**config.mk**
```make
export PLATFORM = sky130hd
export DESIGN_NAME = sar_code_capture_fifo_flat
export DESIGN_NICKNAME = d
export VERILOG_FILES = /design/src/rtl/sar_code_capture_fifo_if.sv /design/src/rtl/sar_code_capture_fifo.sv /design/src/flat_wrapper.sv
export SDC_FILE = /design/constraint.sdc
export NUM_CORES = 1
export LEC_CHECK = 0
export ABC_AREA = 1
export BUFFER_PORTS_ARGS = -buffer_cell sky130_fd_sc_hd__buf_2
export CAP_MARGIN = 40
export CORE_ASPECT_RATIO = 0.7
export CORE_MARGIN = 10
export CORE_UTILIZATION = 40
export DETAILED_ROUTE_END_ITERATION = 10
export SYNTH_ARGS = -nofsm -noshare
export SYNTH_HDL_FRONTEND = slang
export SYNTH_SLANG_ARGS = --single-unit
```
**constraint.sdc**
```tcl
create_clock -name clk -period 7.1 [get_ports clk]
set_input_delay 0.355 -clock clk [delete_from_list [all_inputs] [get_ports clk]]
set_output_delay 0.355 -clock clk [all_outputs]
set_load 0.01 [all_outputs]
```
**src/rtl/sar_code_capture_fifo_if.sv**
```systemverilog
// Handshake bundle between the SAR capture block and its controller/readout.
// The master side drives conversion control, comparator data and the consumer ready.
interface sar_code_capture_fifo_if #(
  parameter int NBIT  = 12,
  parameter int SEQ_W = 4
);
  logic                  conv_en;
  logic                  bit_stb;
  logic                  comp;
  logic [NBIT-1:0]       trial;
  logic                  busy;
  logic [SEQ_W+NBIT-1:0] dout;
  logic                  dvalid;
  logic                  dready;
  logic                  ovf;
  logic                  ovf_clr;
  logic [7:0]            abort_cnt;

  modport master (
    output conv_en, bit_stb, comp, dready, ovf_clr,
    input  trial, busy, dout, dvalid, ovf, abort_cnt
  );

  modport slave (
    input  conv_en, bit_stb, comp, dready, ovf_clr,
    output trial, busy, dout, dvalid, ovf, abort_cnt
  );
endinterface

```
**src/rtl/sar_code_capture_fifo.sv**
```systemverilog
// SAR bit capture, CDAC trial-word drive and tagged code FIFO (FWFT, valid/ready out).
// Code reaches DVALID 2 clocks after the last bit strobe; a full FIFO drops codes and sets sticky OVF.
module sar_code_capture_fifo #(
  parameter int NBIT       = 12,
  parameter int FIFO_DEPTH = 4,
  parameter int SEQ_W      = 4
) (
  input logic                   clk,
  input logic                   rst,
  sar_code_capture_fifo_if.slave bus
);
  localparam int IW = $clog2(NBIT);
  localparam int PW = $clog2(FIFO_DEPTH);
  localparam int CW = PW + 1;
  localparam logic [IW-1:0] IDX_MAX = IW'(NBIT - 1);
  localparam logic [CW-1:0] DEPTH_C = CW'(FIFO_DEPTH);

  typedef enum logic [1:0] {IDLE, CONV, PUSH} state_t;

  state_t                state, state_nxt;
  logic                  conv_en_d;
  logic [IW-1:0]         idx;
  logic [NBIT-1:0]       code;
  logic [SEQ_W-1:0]      seq;
  logic [SEQ_W+NBIT-1:0] mem [FIFO_DEPTH];
  logic [PW-1:0]         wr_ptr, rd_ptr;
  logic [CW-1:0]         count;
  logic                  ovf;
  logic [7:0]            abort_cnt;
  logic [NBIT-1:0]       trial;

  logic start, last, abort, pop, dvalid, push_ok, push_drop;

  assign dvalid    = (count != '0);
  assign pop       = dvalid && bus.dready;
  assign start     = (state == IDLE) && bus.conv_en && !conv_en_d;
  assign last      = (state == CONV) && bus.bit_stb && (idx == '0);
  // Completion beats abort when the final strobe lands on the CONV_EN fall.
  assign abort     = (state == CONV) && !bus.conv_en && !last;
  assign push_ok   = (state == PUSH) && ((count < DEPTH_C) || pop);
  assign push_drop = (state == PUSH) && !push_ok;

  always_comb begin
    state_nxt = state;
    trial     = '0;
    case (state)
      IDLE: if (start) state_nxt = CONV;
      CONV: begin
        // Bits below idx are still zero, so OR-ing in the test bit forms the trial word.
        trial = code | (NBIT'(1) << idx);
        if (last)       state_nxt = PUSH;
        else if (abort) state_nxt = IDLE;
      end
      PUSH: begin
        trial     = code;
        state_nxt = IDLE;
      end
      default: state_nxt = IDLE;
    endcase
  end

  always_ff @(posedge clk or posedge rst) begin
    if (rst) begin
      state     <= IDLE;
      conv_en_d <= 1'b0;
      idx       <= '0;
      code      <= '0;
      seq       <= '0;
      wr_ptr    <= '0;
      rd_ptr    <= '0;
      count     <= '0;
      ovf       <= 1'b0;
      abort_cnt <= '0;
      for (int i = 0; i < FIFO_DEPTH; i++) mem[i] <= '0;
    end else begin
      state     <= state_nxt;
      conv_en_d <= bus.conv_en;
      case (state)
        IDLE: if (start) begin
          idx  <= IDX_MAX;
          code <= '0;
        end
        CONV: begin
          if (bus.bit_stb) begin
            code[idx] <= bus.comp;
            if (idx != '0) idx <= idx - 1'b1;
          end
          if (abort && (abort_cnt != 8'hFF)) abort_cnt <= abort_cnt + 1'b1;
        end
        // Tag advances even on a drop so the consumer sees the gap.
        PUSH: seq <= seq + 1'b1;
        default: ;
      endcase
      if (push_ok) begin
        mem[wr_ptr] <= {seq, code};
        wr_ptr      <= wr_ptr + 1'b1;
      end
      if (pop) rd_ptr <= rd_ptr + 1'b1;
      case ({push_ok, pop})
        2'b10:   count <= count + 1'b1;
        2'b01:   count <= count - 1'b1;
        default: count <= count;
      endcase
      if (push_drop)        ovf <= 1'b1;
      else if (bus.ovf_clr) ovf <= 1'b0;
    end
  end

  assign bus.trial     = trial;
  assign bus.busy      = (state != IDLE);
  assign bus.dout      = dvalid ? mem[rd_ptr] : '0;
  assign bus.dvalid    = dvalid;
  assign bus.ovf       = ovf;
  assign bus.abort_cnt = abort_cnt;
endmodule

```
**src/flat_wrapper.sv**
```systemverilog
// flat-port wrapper written by rule: the top's interface ports become plain ports
module sar_code_capture_fifo_flat 
#(
  parameter int NBIT       = 12,
  parameter int FIFO_DEPTH = 4,
  parameter int SEQ_W      = 4
)
  (clk, rst, bus_conv_en, bus_bit_stb, bus_comp, bus_dready, bus_ovf_clr, bus_trial, bus_busy, bus_dout, bus_dvalid, bus_ovf, bus_abort_cnt);
  sar_code_capture_fifo_if #(.NBIT(NBIT), .SEQ_W(SEQ_W)) bus_i ();
  input logic clk;
  input logic rst;
  input wire logic [$bits(bus_i.conv_en)-1:0] bus_conv_en;
  input wire logic [$bits(bus_i.bit_stb)-1:0] bus_bit_stb;
  input wire logic [$bits(bus_i.comp)-1:0] bus_comp;
  input wire logic [$bits(bus_i.dready)-1:0] bus_dready;
  input wire logic [$bits(bus_i.ovf_clr)-1:0] bus_ovf_clr;
  output wire logic [$bits(bus_i.trial)-1:0] bus_trial;
  output wire logic [$bits(bus_i.busy)-1:0] bus_busy;
  output wire logic [$bits(bus_i.dout)-1:0] bus_dout;
  output wire logic [$bits(bus_i.dvalid)-1:0] bus_dvalid;
  output wire logic [$bits(bus_i.ovf)-1:0] bus_ovf;
  output wire logic [$bits(bus_i.abort_cnt)-1:0] bus_abort_cnt;
  assign bus_i.conv_en = bus_conv_en;
  assign bus_i.bit_stb = bus_bit_stb;
  assign bus_i.comp = bus_comp;
  assign bus_i.dready = bus_dready;
  assign bus_i.ovf_clr = bus_ovf_clr;
  assign bus_trial = bus_i.trial;
  assign bus_busy = bus_i.busy;
  assign bus_dout = bus_i.dout;
  assign bus_dvalid = bus_i.dvalid;
  assign bus_ovf = bus_i.ovf;
  assign bus_abort_cnt = bus_i.abort_cnt;
  sar_code_capture_fifo #(.NBIT(NBIT), .FIFO_DEPTH(FIFO_DEPTH), .SEQ_W(SEQ_W)) u_core (.clk(clk), .rst(rst), .bus(bus_i));
endmodule
```
==> results.txt, run 1 <==
----------------------------------------------------
[Status]
  Run status ... finished, final reports clean

[Worst setup path]
  Cell breakdown of the critical path ... inv_1, ha_1, buf_4, o21ai_0, buf_4, a21oi_1, buf_2
  Slowest cell on the critical path ... sky130_fd_sc_hd__o21ai_0
  Endpoint arrival time on the critical path ... 2.42 ns
  CP delay by family, top ... compound AO/OA/AOI/OAI gates
  Req. time, crit path ... 6.74 ns
  Crit path buffers/inverters ... 4
  Most frequent CP cell ... sky130_fd_sc_hd__buf_4
  Sort of element at the end of the critical path ... output port
  Crit Path Category ... reg -> out
  CP peak stage delay ... 0.72 ns
  Highest fanout seen on the critical path ... 31
  Crit start category ... flip-flop

[Clock tree]
  CTS sink cnt ... 103
  Resize count post-CTS ... 0
  Skew-Pair Late Insertion Delay ... 0.35 ns
  H-tree levels ... 3
  Clock-pin slew of the registers on the worst-case setup and hold paths ... 0.07 ns
  Max Buffers Root-to-Sink ... 2
  Root buffer cell ... sky130_fd_sc_hd__clkbuf_16
  TritonCTS clock tree ... built
  Clock buffers created by TritonCTS ... 9

[Floorplanning]
  Core footprint ... 0.01309 mm2
  Top-level port count ... 46
  Overall die height ... 116.4 um
  Initial core utilization ... 0.4053
  Die footprint ... 0.01835 mm2
  Die width ... 157.7 um
  Cell row count ... 35

[Global route]
  Overall overflow remaining after global route ... 0
  Pin count of the biggest net entering global routing ... 62
  Via count of the first global-routing pass ... 4216
  First-pass GRT wire length ... 21730 um
  Overall routing resource usage ... 0.1477
  Initial antenna violation count ... 0

[Placed design]
  DP Wirelength ... 9154 um
  Routability congestion estimate from global placement ... 0.8434
  Buffers added on ports ... 45
  Cells after DPL ... 861

[Power]
  Power density over the cells ... 364.5 mW/mm2
  Maximum resistive drop on vdd ... 0.1545 mV
  Leak ... 2.873 nW

[Logic synthesis]
  YS warnings ... 0
  Sequential fraction of the synthesis area ... 0.4857
  Post-synthesis cell type count ... 27
  Synthesized Nets ... 704
  Average cell area after synthesis ... 7.803 um2
  Flip-flop and latch count after synthesis ... 103
  Cell area after technology mapping ... 0.005306 mm2
  Cell count after synthesis ... 680

[Drt]
  Final routed DRC violation total ... 0
  Number of nets with antenna violations after detailed routing ... 0
  Detailed router's first-iteration violation count ... 340
  Routed WL per cell ... 14.67 um
  Post-detailed-routing wire length ... 12880 um
  Post-detailed-route via-to-cell ratio ... 5.157
  Number of iterations in the first detailed-routing pass ... 4
  Routed vias ... 4528

[Timing]
  Unrepaired setup endpoints after global routing ... no
  Max Transition Viols Final ... 0
  Hold Vio Cnt, Final ... 0
  Max Clock Skew ... 0.007830 ns
  Final worst path period need ... 2.774 ns
  Final critical-path share of the clock period ... 0.3907
  Slew at the pin with the worst max-slew slack ... 0.8754 ns
  Final-layout setup total negative slack ... 0 ns
  Maximum clock frequency ... 0.3605 GHz
  Slew headroom ... 0.4102
  Endpoints failing setup ... 0

[Final layout]
  Post-layout net count ... 731
  Number of diodes ... 0
  Fraction of layout cells with a size suffix above 1 ... 0.1110
  Synth-to-layout area growth ... 11.81%
  Count of non-filler cells in the finished layout ... 878

[Hold path]
  Kind of path behind the tightest hold check ... in -> reg

[Run]
  Maxcap violations ... 0

----------------------------------------------------
==> synth_stat cells, drive strengths merged <==
| cell type | number | area [um2] |
|---|---|---|
| nand2 | 192 | 738.2 |
| o21ai | 107 | 539.3 |
| dfrtp | 103 | 2577 |
| nor2 | 78 | 310.3 |
| inv | 48 | 182.7 |
| nand3 | 36 | 180.2 |
| a21oi | 30 | 150.1 |
| buf | 29 | 157.7 |
| ha | 16 | 200.2 |
| nor3 | 11 | 55.05 |
| nand4 | 9 | 56.30 |
| xor2 | 7 | 61.31 |
| clkbuf | 6 | 23.77 |
| xnor2 | 4 | 35.03 |
| nand3b | 2 | 15.01 |
| clkinv | 1 | 3.750 |
| fa | 1 | 20.02 |
==> logic make-up after synthesis <==
group                    synth area share
AND/OR/NAND/NOR                    0.2554
XOR/XNOR                          0.01816
flip-flops                         0.4857
AO/OA/AOI/OAI                      0.1299
buffers and inverters             0.06932
adder cells (fa/ha/maj)           0.04150
==> path summary, 6_finish.rpt <==
kind	startpoint	to	slack [ns]	depth (start not counted)
worst max-delay path	u_core.state[1]$_DFFE_PP0P_	bus_trial[6]	4.33	7
worst min register to register	u_core.code[1]$_DFFE_PP0P_	u_core.code[1]$_DFFE_PP0P_	0.47	2
worst max register to register	u_core.state[1]$_DFFE_PP0P_	u_core.idx[3]$_DFFE_PP0P_	4.80	10
max in group asynchronous	rst	u_core.code[10]$_DFFE_PP0P_	5.63	5
worst min-delay path	bus_conv_en	u_core.conv_en_d$_DFF_PP0_	0.17	1
min in group asynchronous	rst	u_core.bus.abort_cnt[5]$_DFFE_PP0P_	0.54	3
==> flip-flops by register name (all words and copies together), names as in the netlist <==
| name | cells |
|---|---|
| u_core.mem | 64 |
| u_core.code | 12 |
| u_core.bus.abort_cnt | 8 |
| u_core.idx | 4 |
| u_core.seq | 4 |
| u_core.count | 3 |
| u_core.rd_ptr | 2 |
| u_core.state | 2 |
| u_core.wr_ptr | 2 |
| u_core.bus.ovf | 1 |
| u_core.conv_en_d | 1 |
==> layout make-up <==
type                    count  area, um2
clock buffers               9      225.2
clock inverters             7      80.08
fillers                  1288       7161
inverters                  49      188.9
multi-input cells         493       2361
flip-flops and latches    103       2577
well taps                 166      207.7
repair buffers             51      292.8
==> metal layers <==
layer / vias to the layer above / track usage / routed length [um]
met4: 0 / 0.03851 / 150
met1: 2157 / 0.1987 / 6082
met2: 115 / 0.2326 / 5872
li1: 2245 / - / -
met5: - / 0 / 0
met3: 11 / 0.03753 / 777
==> report_power, final <==
group	internal [mW]	switching (mW)
Clock	0.277	0.230
Combinational	0.290	0.613
Sequential	0.663	0.0910
==> cell usage in the layout (no fill, tap or decap), types with 16 or more instances in the layout <==
cell,count
sky130_fd_sc_hd__inv_1,44
sky130_fd_sc_hd__ha_1,16
sky130_fd_sc_hd__o21ai_0,85
sky130_fd_sc_hd__dfrtp_1,103
sky130_fd_sc_hd__nand3_1,36
sky130_fd_sc_hd__buf_2,45
sky130_fd_sc_hd__o21ai_1,21
sky130_fd_sc_hd__nor2_1,75
sky130_fd_sc_hd__a21oi_1,30
sky130_fd_sc_hd__nand2_1,187
==> per-stage QoR <==
stage,cell area (um2),hold slack (ns),utilization,power [mW],setup WS (ns)
CTS,5933,0.1537,0.4531,2.185,4.342
global placement,5590,0.3727,0.4269,1.643,4.754
floorplan,5306,0.3864,-,1.422,4.041
finish,5933,0.1663,0.4531,2.163,4.326
global route,5933,0.1627,0.4531,2.346,4.134
detailed placement,5618,0.3753,0.4290,1.670,4.741
==> timing repair <==
item,CTS,global route
hold endpoints to repair,1,0
endpoints found under the setup margin,0,0
setup buffers,0,0
hold buffers,1,0
Power figures use the tool's default switching activity.
==> run 2, diff against run 1 <==
==> constraint.sdc (replaced) <==
create_clock -name clk -period 2.84 [get_ports clk]
set_input_delay 0.142 -clock clk [delete_from_list [all_inputs] [get_ports clk]]
set_output_delay 0.142 -clock clk [all_outputs]
set_load 0.01 [all_outputs]
==> results.txt, run 2 (synthesis gave the netlist of run 1 again) <==
----------------------------------------------------
[Hold path]
  Kind of path behind the tightest hold check ... in -> reg

[Placed design]
  Routability congestion estimate from global placement ... 0.8327 (-1.3%)
  DP Wirelength ... 8648 um (-5.5%)
  Cells after DPL ... 862 (+0.12%)
  Buffers added on ports ... 45 (unchanged)
  Worst slack, placed ... 0.6984 ns (-4.043 ns)

[Clock tree]
  CTS sink cnt ... 103 (unchanged)
  H-tree levels ... 3 (unchanged)
  Clock buffers created by TritonCTS ... 9 (unchanged)
  Resize count post-CTS ... 0 (unchanged)
  Buffers inserted by post-CTS timing repair ... 0 (unchanged)
  Clock-pin slew of the registers on the worst-case setup and hold paths ... 0.07 ns (about the same)
  TritonCTS clock tree ... built
  Skew-Pair Late Insertion Delay ... 0.35 ns (about the same)
  Max Buffers Root-to-Sink ... 2 (unchanged)
  Root buffer cell ... sky130_fd_sc_hd__clkbuf_16

[Worst setup path]
  Crit start category ... flip-flop
  Sort of element at the end of the critical path ... output port
  Highest fanout seen on the critical path ... 30 (-3.2%)
  Req. time, crit path ... 2.70 ns (-4.04 ns)
  Endpoint arrival time on the critical path ... 2.06 ns (-0.36 ns)
  Crit Path Category ... reg -> out

[Timing]
  Slew at the pin with the worst max-slew slack ... 0.7264 ns (-0.1490 ns)
  Final-layout setup total negative slack ... 0 ns (unchanged)
  Unrepaired setup endpoints after global routing ... no
  Max Clock Skew ... 0.009860 ns (+0.002030 ns)
  Slack of the critical path ... 0.6353 ns (-3.691 ns)
  Max Transition Viols Final ... 0 (unchanged)
  Endpoints failing setup ... 0 (unchanged)
  Maximum clock frequency ... 0.4536 GHz
  Final critical-path share of the clock period ... 0.7763
  Final worst path period need ... 2.205 ns
  Hold Vio Cnt, Final ... 0 (unchanged)
  Slew headroom ... 0.5152 (+0.1050)

[Drt]
  Routed vias ... 4480 (-1.1%)
  Number of nets with antenna violations after detailed routing ... 0 (unchanged)
  Number of iterations in the first detailed-routing pass ... 5 (+1)
  Post-detailed-route via-to-cell ratio ... 5.085 (-1.4%)
  Routed WL per cell ... 14.81 um (+0.97%)
  Final routed DRC violation total ... 0 (unchanged)
  Post-detailed-routing wire length ... 13050 um (+1.3%)
  Detailed router's first-iteration violation count ... 294 (-14%)

[Power]
  Maximum resistive drop on vdd ... 0.3769 mV (+140%)
  Relative contribution of combinational cells to total power ... 0.440 (+0.023)
  Clock power share ... 0.215 (-0.019)
  Switch share ... 0.4410 (+0.009441)
  Leak ... 2.878 nW (+0.17%)
  Internal power summed over all cells ... 3.000 mW (+140%)
  Power density over the cells ... 906.0 mW/mm2 (+150%)
  Switch Pwr ... 2.367 mW (+150%)
  Sequential group share of total power ... 0.345 (-0.003)

[Final layout]
  Number of diodes ... 0 (unchanged)
  Register area ... 0.002577 mm2 (unchanged)
  Area used by multi-input combinational logic ... 0.002361 mm2 (unchanged)
  # fillers ... 1305 (+1.3%)
  Post-layout net count ... 734 (+0.41%)
  Number of flip-flops in the largest register ... 64 (unchanged)
  Count of non-filler cells in the finished layout ... 881 (+0.34%)
  Commonest cells after routing, fill and taps aside ... sky130_fd_sc_hd__nand2_1, sky130_fd_sc_hd__dfrtp_1, sky130_fd_sc_hd__o21ai_0
  Fraction of layout cells with a size suffix above 1 ... 0.1119 (+0.0009331)
  Register ranked first by flip-flop count ... u_core.mem
  Top flop regs ... u_core.mem: 64 flops, u_core.code: 12 flops, u_core.bus.abort_cnt: 8 flops
  Synth-to-layout area growth ... 11.62%
  Leading cell type in the layout, fill and taps excluded ... sky130_fd_sc_hd__nand2_1

[Floorplanning]
  Top-level port count ... 46 (unchanged)
  Overall die height ... 116.4 um (unchanged)
  Cell row count ... 35 (unchanged)
  Core footprint ... 0.01309 mm2 (unchanged)
  Die footprint ... 0.01835 mm2 (unchanged)
  Die width ... 157.7 um (unchanged)
  Initial core utilization ... 0.4053 (unchanged)

[Global route]
  First-pass GRT wire length ... 21960 um (+1.1%)
  Initial antenna violation count ... 0 (unchanged)
  Via count of the first global-routing pass ... 4331 (+2.7%)
  Overall routing resource usage ... 0.1493 (+0.001639)
  Overall overflow remaining after global route ... 0 (unchanged)
  Pin count of the biggest net entering global routing ... 104 (+68%)

[Status]
  Run status ... finished, final reports clean

[Run]
  Maxcap violations ... 0 (unchanged)

----------------------------------------------------
==> run 2: stage by stage <==
stage,hold slack [ns],util,cell area (um2),power [mW]
final,0.1234,0.4524,5923,5.367
after global routing,0.1396,0.4524,5923,5.822
after CTS,0.1122,0.4524,5923,5.412
after detailed placement,0.3168,0.4291,5619,4.238
after global placement,0.3148,0.4291,5619,4.176
after floorplan,0.1734,-,5310,3.556
==> run 2: worst paths after layout <==
path                                        startpoint                             endpoint  slack [ns]  cells after the start
setup / recovery           u_core.state[1]$_DFFE_PP0P_                         bus_trial[0]        0.64                      7
hold / removal                              bus_dready           u_core.bus.ovf$_DFFE_PP0P_        0.12                      4
setup reg to reg           u_core.state[0]$_DFFE_PP0P_          u_core.count[2]$_DFFE_PP0P_        0.66                      9
hold reg to reg             u_core.code[7]$_DFFE_PP0P_           u_core.code[7]$_DFFE_PP0P_        0.47                      2
max in group asynchronous                          rst            u_core.mem[0]$_DFFE_PP0P_        1.90                      4
min in group asynchronous                          rst  u_core.bus.abort_cnt[5]$_DFFE_PP0P_        0.48                      4
==> run 2: power by group through the flow <==
stage / logic [mW] / clock network, mW / registers, mW
2_1_floorplan: 1.74 / 0 / 1.82
3_3_place_gp: 2.31 / 0 / 1.87
3_5_place_dp: 2.36 / 0 / 1.87
4_1_cts: 2.38 / 1.19 / 1.85
5_1_grt: 2.69 / 1.25 / 1.88
6_report: 2.36 / 1.16 / 1.85
==> run 2: area by class of cell <==
type / instances / share of cell area
multi-input cells: 493 / 0.3986
well taps: 166 / 0.03507
clock inverters: 7 / 0.008238
inverters: 49 / 0.03211
repair buffers: 54 / 0.05281
flip-flops and latches: 103 / 0.4351
clock buffers: 9 / 0.03802
==> run 2: timing repair <==
action / CTS / global route
endpoints found under the hold margin: 101 / 0
setup endpoints to repair: 0 / 0
hold buffers: 3 / 0
==> run 2: worst max-delay path, cell delays in order, from the launching register on <==
cell and delay (ns):
sky130_fd_sc_hd__dfrtp_1 0.40, sky130_fd_sc_hd__inv_1 0.11, sky130_fd_sc_hd__ha_1 0.20, sky130_fd_sc_hd__buf_4 0.31
sky130_fd_sc_hd__o21ai_0 0.13, sky130_fd_sc_hd__buf_4 0.20, sky130_fd_sc_hd__a21oi_1 0.20, sky130_fd_sc_hd__buf_2 0.17
==> run 2: routing by layer <==
layer / routed length (um) / vias up / GRT usage
met1: 6206 / 2105 / 0.1998
met5: 0 / - / 0
li1: - / 2245 / -
met2: 6083 / 126 / 0.2419
met3: 696 / 4 / 0.03164
met4: 65 / 0 / 0.03727
==> run 3, diff against run 2 <==
==> constraint.sdc (replaced) <==
create_clock -name clk -period 1.9 [get_ports clk]
set_input_delay 0.095 -clock clk [delete_from_list [all_inputs] [get_ports clk]]
set_output_delay 0.095 -clock clk [all_outputs]
set_load 0.01 [all_outputs]
==> results.txt, run 3 (synthesis gave the netlist of run 1 again) <==
----------------------------------------------------
[Status]
  Run status ... finished, final reports clean

[Clock tree]
  Clock-pin slew of the registers on the worst-case setup and hold paths ... 0.06 ns (about the same)
  Clock buffers created by TritonCTS ... 9 (unchanged)
  CTS sink cnt ... 103 (unchanged)
  H-tree levels ... 3 (unchanged)
  Root buffer cell ... sky130_fd_sc_hd__clkbuf_16
  TritonCTS clock tree ... built
  Skew-Pair Late Insertion Delay ... 0.34 ns (about the same)
  Max Buffers Root-to-Sink ... 2 (unchanged)

[Drt]
  Routed vias ... 4591 (+2.5%)
  Final routed DRC violation total ... 0 (unchanged)
  Post-detailed-route via-to-cell ratio ... 5.107 (+0.43%)
  Number of nets with antenna violations after detailed routing ... 0 (unchanged)
  Number of iterations in the first detailed-routing pass ... 5 (unchanged)
  Routed WL per cell ... 14.97 um (+1.0%)
  Post-detailed-routing wire length ... 13460 um (+3.1%)
  Detailed router's first-iteration violation count ... 333 (+13%)

[Global route]
  Overall overflow remaining after global route ... 0 (unchanged)
  Via count of the first global-routing pass ... 4595 (+6.1%)
  Pin count of the biggest net entering global routing ... 62 (-40%)
  Initial antenna violation count ... 0 (unchanged)
  Overall routing resource usage ... 0.1547 (+0.005355)
  First-pass GRT wire length ... 22870 um (+4.1%)

[Final layout]
  Fin util ... 0.4716 (+0.01921)
  Leading cell type in the layout, fill and taps excluded ... sky130_fd_sc_hd__nand2_1
  Commonest cells after routing, fill and taps aside ... sky130_fd_sc_hd__nand2_1, sky130_fd_sc_hd__dfrtp_1, sky130_fd_sc_hd__o21ai_0
  Number of diodes ... 0 (unchanged)
  Top flop regs ... u_core.mem: 64 flops, u_core.code: 12 flops, u_core.bus.abort_cnt: 8 flops
  Synth-to-layout area growth ... 16.36%
  Register ranked first by flip-flop count ... u_core.mem
  Final non-filler cell area ... 0.006175 mm2 (+4.2%)
  Fraction of layout cells with a size suffix above 1 ... 0.1569 (+0.04500)
  Number of flip-flops in the largest register ... 64 (unchanged)
  Post-layout net count ... 752 (+2.5%)
  # fillers ... 1295 (-0.77%)

[Placed design]
  DP Wirelength ... 9281 um (+7.3%)
  Worst slack, placed ... 0.03472 ns (-0.6637 ns)
  Buffers added on ports ... 45 (unchanged)
  Placed instance area ... 0.005727 mm2 (+1.9%)
  Routability congestion estimate from global placement ... 0.8356 (+0.35%)

[Timing]
  Slack of the critical path ... 0.08765 ns (-0.5477 ns)
  Maximum clock frequency ... 0.5518 GHz
  Final worst path period need ... 1.812 ns
  Slew headroom ... 0.7084 (+0.1932)
  Final critical-path share of the clock period ... 0.9539
  Slew at the pin with the worst max-slew slack ... 0.4365 ns (-0.2899 ns)
  Post-route worst hold slack ... 0.09120 ns (-0.03215 ns)
  Max Transition Viols Final ... 0 (unchanged)
  Max Clock Skew ... 0.005878 ns (-0.003982 ns)
  Endpoints failing setup ... 0 (unchanged)
  Hold Vio Cnt, Final ... 0 (unchanged)

[Floorplanning]
  Die footprint ... 0.01835 mm2 (unchanged)
  Core footprint ... 0.01309 mm2 (unchanged)
  Cell row count ... 35 (unchanged)
  Initial core utilization ... 0.4053 (unchanged)
  Top-level port count ... 46 (unchanged)
  Die width ... 157.7 um (unchanged)
  Overall die height ... 116.4 um (unchanged)

[Power]
  Sequential group share of total power ... 0.331 (-0.014)
  Internal power summed over all cells ... 4.876 mW (+63%)
  Relative contribution of combinational cells to total power ... 0.457 (+0.017)
  Maximum resistive drop on vdd ... 0.5195 mV (+38%)
  Total power draw ... 8.491 mW (+58%)
  Power density over the cells ... 1375 mW/mm2 (+52%)
  Switch share ... 0.4258 (-0.01525)
  Switch Pwr ... 3.615 mW (+53%)
  Clock power share ... 0.212 (-0.003)
  Leak ... 2.963 nW (+2.9%)

[Worst setup path]
  Crit start category ... flip-flop
  Flop2flop setup slack ... 0.10 ns (-0.56 ns)
  Highest fanout seen on the critical path ... 7 (-77%)
  Reg-to-reg endpoint ... u_core.count[2]$_DFFE_PP0P_
  Endpoint arrival time on the critical path ... 1.72 ns (-0.34 ns)
  Req. time, crit path ... 1.80 ns (-0.90 ns)
  Sort of element at the end of the critical path ... output port
  Worst reg2reg path startpoint ... u_core.state[0]$_DFFE_PP0P_
  Crit Path Category ... reg -> out
  Register-to-Register Path Depth ... 9 (unchanged)

[Run]
  Maxcap violations ... 0 (unchanged)

[Hold path]
  Kind of path behind the tightest hold check ... in -> reg
  Worst min-delay path startpoint ... bus_dready
  Sink of the worst hold path ... u_core.rd_ptr[0]$_DFFE_PP0P_
  Instance count along the most critical hold path ... 3 (-1)

----------------------------------------------------
-- run 3: repair_timing --
action	CTS	global route
gates resized for setup	13	21
setup endpoints to repair	12	20
cloned	1	0
endpoints found under the hold margin	17	0
hold buffers	3	0
buffers inserted	0	3
pin swaps	0	1
-- run 3: worst max path at each step --
stage                                     start                           to  slack (ns)  cells past startpoint
floorplan           u_core.state[0]$_DFFE_PP0P_  u_core.count[2]$_DFFE_PP0P_       0.008                     10
global placement    u_core.state[0]$_DFFE_PP0P_  u_core.count[2]$_DFFE_PP0P_        0.05                      9
detailed placement  u_core.state[0]$_DFFE_PP0P_  u_core.count[2]$_DFFE_PP0P_        0.03                      9
CTS                 u_core.state[0]$_DFFE_PP0P_                bus_trial[11]       0.005                      7
global route        u_core.count[1]$_DFFE_PP0P_  u_core.count[1]$_DFFE_PP0P_      -0.003                      8
finish              u_core.state[0]$_DFFE_PP0P_                 bus_trial[3]        0.09                      7
-- run 3: stage by stage --
step | std cells | TNS [ns]
6_report | 899 | 0
4_1_cts | 896 | 0
5_1_grt | 899 | -0.003053
3_3_place_gp | 876 | 0
2_1_floorplan | 680 | 0
3_5_place_dp | 876 | 0
-- run 3: worst max-delay path, stage by stage, from the launching register on --
cell	delay [ns]
sky130_fd_sc_hd__dfrtp_1	0.42
sky130_fd_sc_hd__inv_2	0.09
sky130_fd_sc_hd__ha_4	0.17
sky130_fd_sc_hd__buf_6	0.14
sky130_fd_sc_hd__o21ai_4	0.18
sky130_fd_sc_hd__buf_4	0.18
sky130_fd_sc_hd__a21oi_1	0.05
sky130_fd_sc_hd__buf_2	0.15
-- run 3: power by group through the flow --
stage          Sequential, mW  Combinational, mW  Clock, mW
2_1_floorplan            2.72               2.60          0
3_3_place_gp             2.80               3.59          0
3_5_place_dp             2.81               3.66          0
4_1_cts                  2.79               3.76       1.86
5_1_grt                  2.86               4.41       1.95
6_report                 2.81               3.88       1.80
-- run 3: layout make-up --
| class | instances | area [um2] | share of cell area |
|---|---|---|---|
| sequential | 103 | 2580 | 0.4178 |
| multi-input combinational | 493 | 2444 | 0.3957 |
| timing repair buffer | 72 | 462.9 | 0.07497 |
| clock buffer | 13 | 240.2 | 0.03891 |
| tap | 166 | 207.7 | 0.03364 |
| inverter | 49 | 196.4 | 0.03181 |
| clock inverter | 3 | 43.79 | 0.007092 |
-- run 3: layer usage --
layer	share of wire	global-route usage	vias up
li1	-	-	2287
met1	0.47	0.2009	2204
met2	0.47	0.2593	89
met3	0.048	0.03495	11
met4	0.0087	0.03230	0
met5	0	0	-
